<file path="config.mk">
export PLATFORM = sky130hd
export DESIGN_NAME = apa102_out
export DESIGN_NICKNAME = d
export VERILOG_FILES = /design/src/rtl/apa102_out.sv
export SDC_FILE = /design/constraint.sdc
export NUM_CORES = 1
export LEC_CHECK = 0
export ABC_AREA = 1
export CAP_MARGIN = 20
export CORE_AREA = 10 10 144 159
export DETAILED_ROUTE_END_ITERATION = 6
export DIE_AREA = 0 0 154 169
export DONT_BUFFER_PORTS = 1
export GPL_TIMING_DRIVEN = 0
export PLACE_DENSITY = 0.78
export SETUP_SLACK_MARGIN = 0.2
export SYNTH_ARGS = -nofsm -noshare
export SYNTH_HDL_FRONTEND = slang
export SYNTH_SLANG_ARGS = --single-unit
</file>
<file path="constraint.sdc">
create_clock -name clk -period 1.7 [get_ports clk]
set_input_delay 0.34 -clock clk [delete_from_list [all_inputs] [get_ports clk]]
set_output_delay 0.34 -clock clk [all_outputs]
set_load 0.005 [all_outputs]
</file>
<file path="src/rtl/apa102_out.sv">
// APA102 strip transmitter: start frame, LED frames, end frame.
// Latches the pixel image on start and shifts it out on SCK/SDA.
module apa102_out #(
    parameter int LED_CNT  = 7,
    parameter int CLK_DIV  = 4,
    parameter int END_BITS = 32
) (
    input  logic                   clk,
    input  logic                   reset,
    input  logic                   start,
    input  logic [32*LED_CNT-1:0]  data,
    output logic                   busy,
    output logic                   done,
    output logic                   sck,
    output logic                   sda
);

    localparam int DW = 32 * LED_CNT;
    localparam int TB = 32 + DW + END_BITS;
    localparam int CW = $clog2(TB + 1);
    localparam int VW = $clog2(CLK_DIV + 1);

    typedef enum logic [1:0] {
        IDLE,
        START_FRAME,
        LED_FRAME,
        END_FRAME
    } state_t;

    state_t        state, state_d;
    logic [VW-1:0] div, div_d;
    logic          hi, hi_d;
    logic [CW-1:0] cnt, cnt_d;
    logic [DW-1:0] sh, sh_d;
    logic          sck_d, sda_d, busy_d, done_d;

    always_ff @(posedge clk) begin
        if (reset) begin
            state <= IDLE;
            div   <= '0;
            hi    <= 1'b0;
            cnt   <= '0;
            sh    <= '0;
            sck   <= 1'b0;
            sda   <= 1'b0;
            busy  <= 1'b0;
            done  <= 1'b0;
        end else begin
            state <= state_d;
            div   <= div_d;
            hi    <= hi_d;
            cnt   <= cnt_d;
            sh    <= sh_d;
            sck   <= sck_d;
            sda   <= sda_d;
            busy  <= busy_d;
            done  <= done_d;
        end
    end

    always_comb begin
        state_d = state;
        div_d   = div;
        hi_d    = hi;
        cnt_d   = cnt;
        sh_d    = sh;
        sck_d   = sck;
        sda_d   = sda;
        busy_d  = busy;
        done_d  = 1'b0;
        if (state == IDLE) begin
            if (start) begin
                state_d = START_FRAME;
                sh_d    = data;
                div_d   = '0;
                hi_d    = 1'b0;
                cnt_d   = '0;
                sck_d   = 1'b0;
                sda_d   = 1'b0;
                busy_d  = 1'b1;
            end
        end else if (div != VW'(CLK_DIV - 1)) begin
            div_d = div + VW'(1);
        end else begin
            div_d = '0;
            if (!hi) begin
                hi_d  = 1'b1;
                sck_d = 1'b1;
            end else begin
                // End of a bit period: choose the next bit for the low phase.
                hi_d  = 1'b0;
                sck_d = 1'b0;
                cnt_d = cnt + CW'(1);
                unique case (state)
                    START_FRAME: begin
                        sda_d = 1'b0;
                        if (cnt == CW'(31)) begin
                            state_d = LED_FRAME;
                            cnt_d   = '0;
                            sda_d   = 1'b1;
                        end
                    end
                    LED_FRAME: begin
                        sh_d = {sh[DW-2:0], 1'b0};
                        if (cnt == CW'(DW - 1)) begin
                            state_d = END_FRAME;
                            cnt_d   = '0;
                            sda_d   = 1'b1;
                        end else if (cnt_d[4:0] < 5'd3) begin
                            sda_d = 1'b1;
                        end else begin
                            sda_d = sh_d[DW-1];
                        end
                    end
                    default: begin
                        sda_d = 1'b1;
                        if (cnt == CW'(END_BITS - 1)) begin
                            state_d = IDLE;
                            cnt_d   = '0;
                            sda_d   = 1'b0;
                            busy_d  = 1'b0;
                            done_d  = 1'b1;
                        end
                    end
                endcase
            end
        end
    end

endmodule

</file>
### After elaboration in Yosys (flattened, before gate mapping)

Index checks and enable logic that the tools add are counted.

* flip-flop bits (word level): 241
* bits of input ports: 227
* output and inout port bits: 4
* word-level logic and storage cells: 75

* $add $sub $neg: 2
* order comparisons: 1
* equal/unequal tests: 10
* muxes and demuxes: 41
* bitwise logic cells: 1
* reductions and logical operators: 12

Operator list (number)
* 223-bit 2-to-1 mux: 5
* 9-bit 2-to-1 mux: 7
* 1-bit 2-to-1 mux: 17
* 2-bit 2-to-1 mux: 7
* 9-bit by 1-bit adder with 9-bit output, second input constant: 1
* 9-bit by 5-bit equality test with 1-bit output, second input constant: 1
* 9-bit by 8-bit equality test with 1-bit output, second input constant: 1
* 3-bit 2-to-1 mux: 3
* 3-bit != test, second input constant: 2
* 6-bit AND reduction: 1
* 2-bit nonzero test: 3
* 6-bit OR reduction: 1
* 5-bit by 2-bit less-than comparator with 1-bit output, second input constant: 1
* 5-bit AND reduction: 1
* 2-bit != test, second input constant: 2
* 2-bit case mux with 2 select lines: 1
* 4-bit AND reduction: 1
* 3-bit by 1-bit adder with 3-bit output, second input constant: 1
* 3-bit by 2-bit != test with 1-bit output, second input constant: 1
* 3-bit AND reduction: 1
* 3-bit nonzero test: 1
* 2-bit by 1-bit equality test with 1-bit output, second input constant: 1
* 2-bit equality test, second input constant: 1
* 2-bit zero test: 1
* other kinds (5): 5

### Logic depth before layout (Yosys ltp)

Gate-level depths: netlist of the first run.

* depth in word-level cells: 8
* mapped depth: 11

### Least setup slack after synthesis of the first run

Ideal clock, no wire load.

* path kind: reg-to-reg
* start: register state[0]
* end: register sh[122]
* arrival: 1.499 ns
* data required time: 1.581 ns
* setup slack: 0.082 ns
* cell stages (with the launch flop): 11
* buffers on the path: 4
* period minus slack after synthesis: 1.618 ns
* cell sequence: dfxtp_1 -> inv_1 -> ha_1 -> buf_4 -> nand2_2 -> nand2_1 -> nand2_2 -> buf_6 -> buf_2 -> buf_2 -> a21oi_1

* cells in the longest elaborated chain, start to end: 3

RTL lines
* from (decl): line 30 `state_t state, state_d;`
* from (signal assigned): line 49 `state <= state_d;`
* 2-bit equality test / 2-bit zero test (equally long branches): line 94, 71
* 2-bit nonzero test (no source line) / 2-bit != test (equally long branches)
* 4-bit AND reduction (no source line)
* to (signal assigned): line 43 `sh <= '0;`
* to (signal assigned): line 53 `sh <= sh_d;`
* to (decl): line 34 `logic [DW-1:0] sh, sh_d;`

Several ways; a longest one is shown, not always the timed one.
A chain may end at the register's enable or synchronous reset.

### Final worst setup path of the first run

* start: register state[1]
* end: register sh[92]

Same word-level chain as after synthesis.

==> out/results.ini, run 1 <==
[run_status]
status=finished, violations left
failed_checks=setup timing

[flow_run]
maxCapViolCount=0

[timing]
rsz0062_at_grt=yes
hold_violations=0
period_minus_slack_ns=1.77
setup_violations=126
fin_skew_ns=0.0127
setup_ws_ns=-0.0656
slew_headroom=0.518
slew_violations=0
maxClockFrequency_ghz=0.566
worstMarginPinSlew_ns=0.722
fin_crit_sh=1.04

[grt]
overflow=0
grt_pass1_vias=9929
grt_pass1_wl_um=47700
met1_usage=0.266
antenna_found_initial=1
grt_use_met2=0.352
use_met3=0.0502
grt_max_degree=15
grt_busiest_layer=met2
grt.total_usage=0.213

[detailed_routing]
drt_pre_antenna_iters=5
num_vias=10700
ant_nets=0
drtIter0Drc=537
drt-vias-per-instance=5.55
drt_wl_total_um=31400
wl_per_cell_um=16.3
drcViolationCount=0

[layout]
fin_area_um2=13600
drive_above_1_share=0.214
n_fill_cell=1589
instances_no_fill=1931
layout_common_cells=nand2_1 (262), inv_1 (240), o21ai_0 (240), dfxtp_1 (237), a21oi_1 (143)
layout-area-overhead-vs-synth_pct=23.9
final_common_cell=nand2_1
finalNetCount=1892

[critical_path]
path_cells=inv_2 -> ha_4 -> buf_8 -> nand2_2 -> nand2_2 -> nand2_4 -> buf_8 -> clkbuf_16 -> buf_12 -> a21oi_1
crit_family=buffers and inverters
crit_path_end_kind=flop
critPathMaxStageDelay_ns=0.33
r2r_slack_ns=-0.07
crit_buf_inv=5
reg2reg_to=sh[92]$_SDFFE_PP0P_
crit_arrival_ns=2.20
crit_path_start_kind=flop
crit_required_ns=2.14
r2r_cells=10
timing.rr.start=state[1]$_SDFFE_PP0P_
cp_slowest_cell=dfxtp_2
worstPathMaxFanout=10
crit_type=reg2reg

[clocking]
cts_buffers=25
cts_tree=built
cts_root_buf=clkbuf_16
cts.clk_slew.worst_paths_ns=0.06
h-tree-depth=1
clk_path_buf_depth=3
cts_sinks=241
insertion_delay_ns=0.52

[pwr]
vdd_drop_max_mv=1.35
power_density_nw_per_um2=2300
p_leak_nw=5.47

[place]
io_buffers=0
place_inst=1864
dpl-instance-area_um2=11400
post-dp-hpwl_um=21000
place_congestion=0.867

[yosys]
synth_area_leaders=dfxtp_1 (44%), o21ai_0 (18%), a21oi_1 (10%)
synth-simple-area-share=0.109
synth_top_family_by_area=compound AO/OA/AOI/OAI gates
synthMuxAreaShare=0
synthesis.instances=1612
ys_ff_latch=241
ys_warn_count=0
netlist_area_um2=11000
synth_nets=1844
synth_xor_area_frac=0.00318
synth_compound_area_frac=0.309
yosys.area.top_type=dfxtp_1
yosysSeqAreaShare=0.438
synth_adder_area_share=0.00568
synth.distinct_cells=22
avgSynthCellArea_um2=6.83
synth_top_area_frac=0.438

[floorplanning]
die_area_um2=26000
die_x_um=154
die_height_um=169
rows=54
core-area_um2=19700
pin_count=231
start_util=0.560

[hold_path]
worstHoldPathType=in2reg
min_from=start
hold_depth=3
holdPathEnd=div[2]$_SDFFE_PP0P_

## kinds of logic after synthesis
kind of cell / after synthesis
AO/OA/AOI/OAI: 678
flip-flops: 241
buffers and inverters: 373
adder cells (fa/ha/maj): 5
XOR/XNOR: 4
AND/OR/NAND/NOR: 311
## cells in the mapped netlist, drive strengths merged
cell       n
clkbuf    68
inv      248
dfxtp    241
nand3     12
nor2      22
a2111oi    1
o21ai    446
a21oi    229
nand4      4
a211oi     1
xor2       4
nor3       1
nand2    272
buf       57
o22ai      1
ha         5
## flip-flops by register name, summed over array words and instances, names as in the netlist
register,count
sda,1
div,3
state,2
busy,1
sh,223
done,1
hi,1
cnt,9
## per-layer routing
| metal | routed length [um] | vias up |
|---|---|---|
| met2 | 15100 | 363 |
| met5 | 0 | - |
| li1 | - | 5342 |
| met1 | 13100 | 4937 |
| met3 | 2330 | 69 |
| met4 | 945 | 0 |
## final cells by class
class,count,area (um2),share of cell area
inverter,248,936,0.0686
multi-input combinational,998,5470,0.401
timing repair buffer,22,275,0.0202
clock inverter,8,72.6,0.00532
buffer,124,1000,0.0735
antenna,1,2.50,0.000183
sequential,241,4830,0.354
tap,252,315,0.0231
clock buffer,37,731,0.0536
## repair_timing
item,CTS,global route
setup buffers,5,9
endpoints found under the hold margin,5,1
endpoints found under the setup margin,238,240
cloned,1,3
pin swaps,5,27
resized for setup,221,299
hold buffers,3,1
## tightest hold or removal path, stage by stage
cell and delay [ns]:
nand2_2 0.05, inv_1 0.08, a2111oi_2 0.04
## power breakdown
group | leakage (nW) | total [W] | switching (W) | internal (W)
logic | 3.08 | 0.0171 | 0.0107 | 0.00640
clock network | 0.401 | 0.00536 | 0.00224 | 0.00312
registers | 1.99 | 0.00897 | 0.000706 | 0.00827
## metrics by stage
step | setup WS (ns) | hold slack (ns) | setup TNS (ns) | utilization | total power [W]
global placement | -0.347 | 0.411 | -60.31 | 0.581 | 0.0214
floorplan | 0.181 | 0.409 | 0 | - | 0.0186
detailed placement | -0.407 | 0.413 | -66.01 | 0.581 | 0.0217
CTS | 0.00263 | 0.00625 | 0 | 0.651 | 0.0290
finish | -0.0656 | 0.0421 | -2.59 | 0.694 | 0.0314
global route | -0.166 | 0.0327 | -20.90 | 0.694 | 0.0338
## how the worst max path moves through the flow
stage	cells past startpoint	from	slack (ns)	end
after detailed placement	7	state[1]$_SDFFE_PP0P_	-0.41	sh[55]$_SDFFE_PP0P_
after global routing	10	state[0]$_SDFFE_PP0P_	-0.17	sh[92]$_SDFFE_PP0P_
final	10	state[1]$_SDFFE_PP0P_	-0.07	sh[92]$_SDFFE_PP0P_
after global placement	7	state[0]$_SDFFE_PP0P_	-0.35	sh[146]$_SDFFE_PP0P_
after CTS	10	state[0]$_SDFFE_PP0P_	0.003	sh[39]$_SDFFE_PP0P_
after floorplan	10	state[1]$_SDFFE_PP0P_	0.18	sh[42]$_SDFFE_PP0P_
(Power assumes the default switching activity.)
==> inputs of run 2 (changes only) <==
--- a/config.mk
+++ b/config.mk
@@ -11,6 +11,7 @@
 export DETAILED_ROUTE_END_ITERATION = 6
 export DIE_AREA = 0 0 154 169
 export DONT_BUFFER_PORTS = 1
+export GPL_ROUTABILITY_DRIVEN = 0
 export GPL_TIMING_DRIVEN = 0
 export PLACE_DENSITY = 0.78
 export SETUP_SLACK_MARGIN = 0.2
==> results of run 2 <==
Final layout, timing and power as in run 1 (identical DEF).
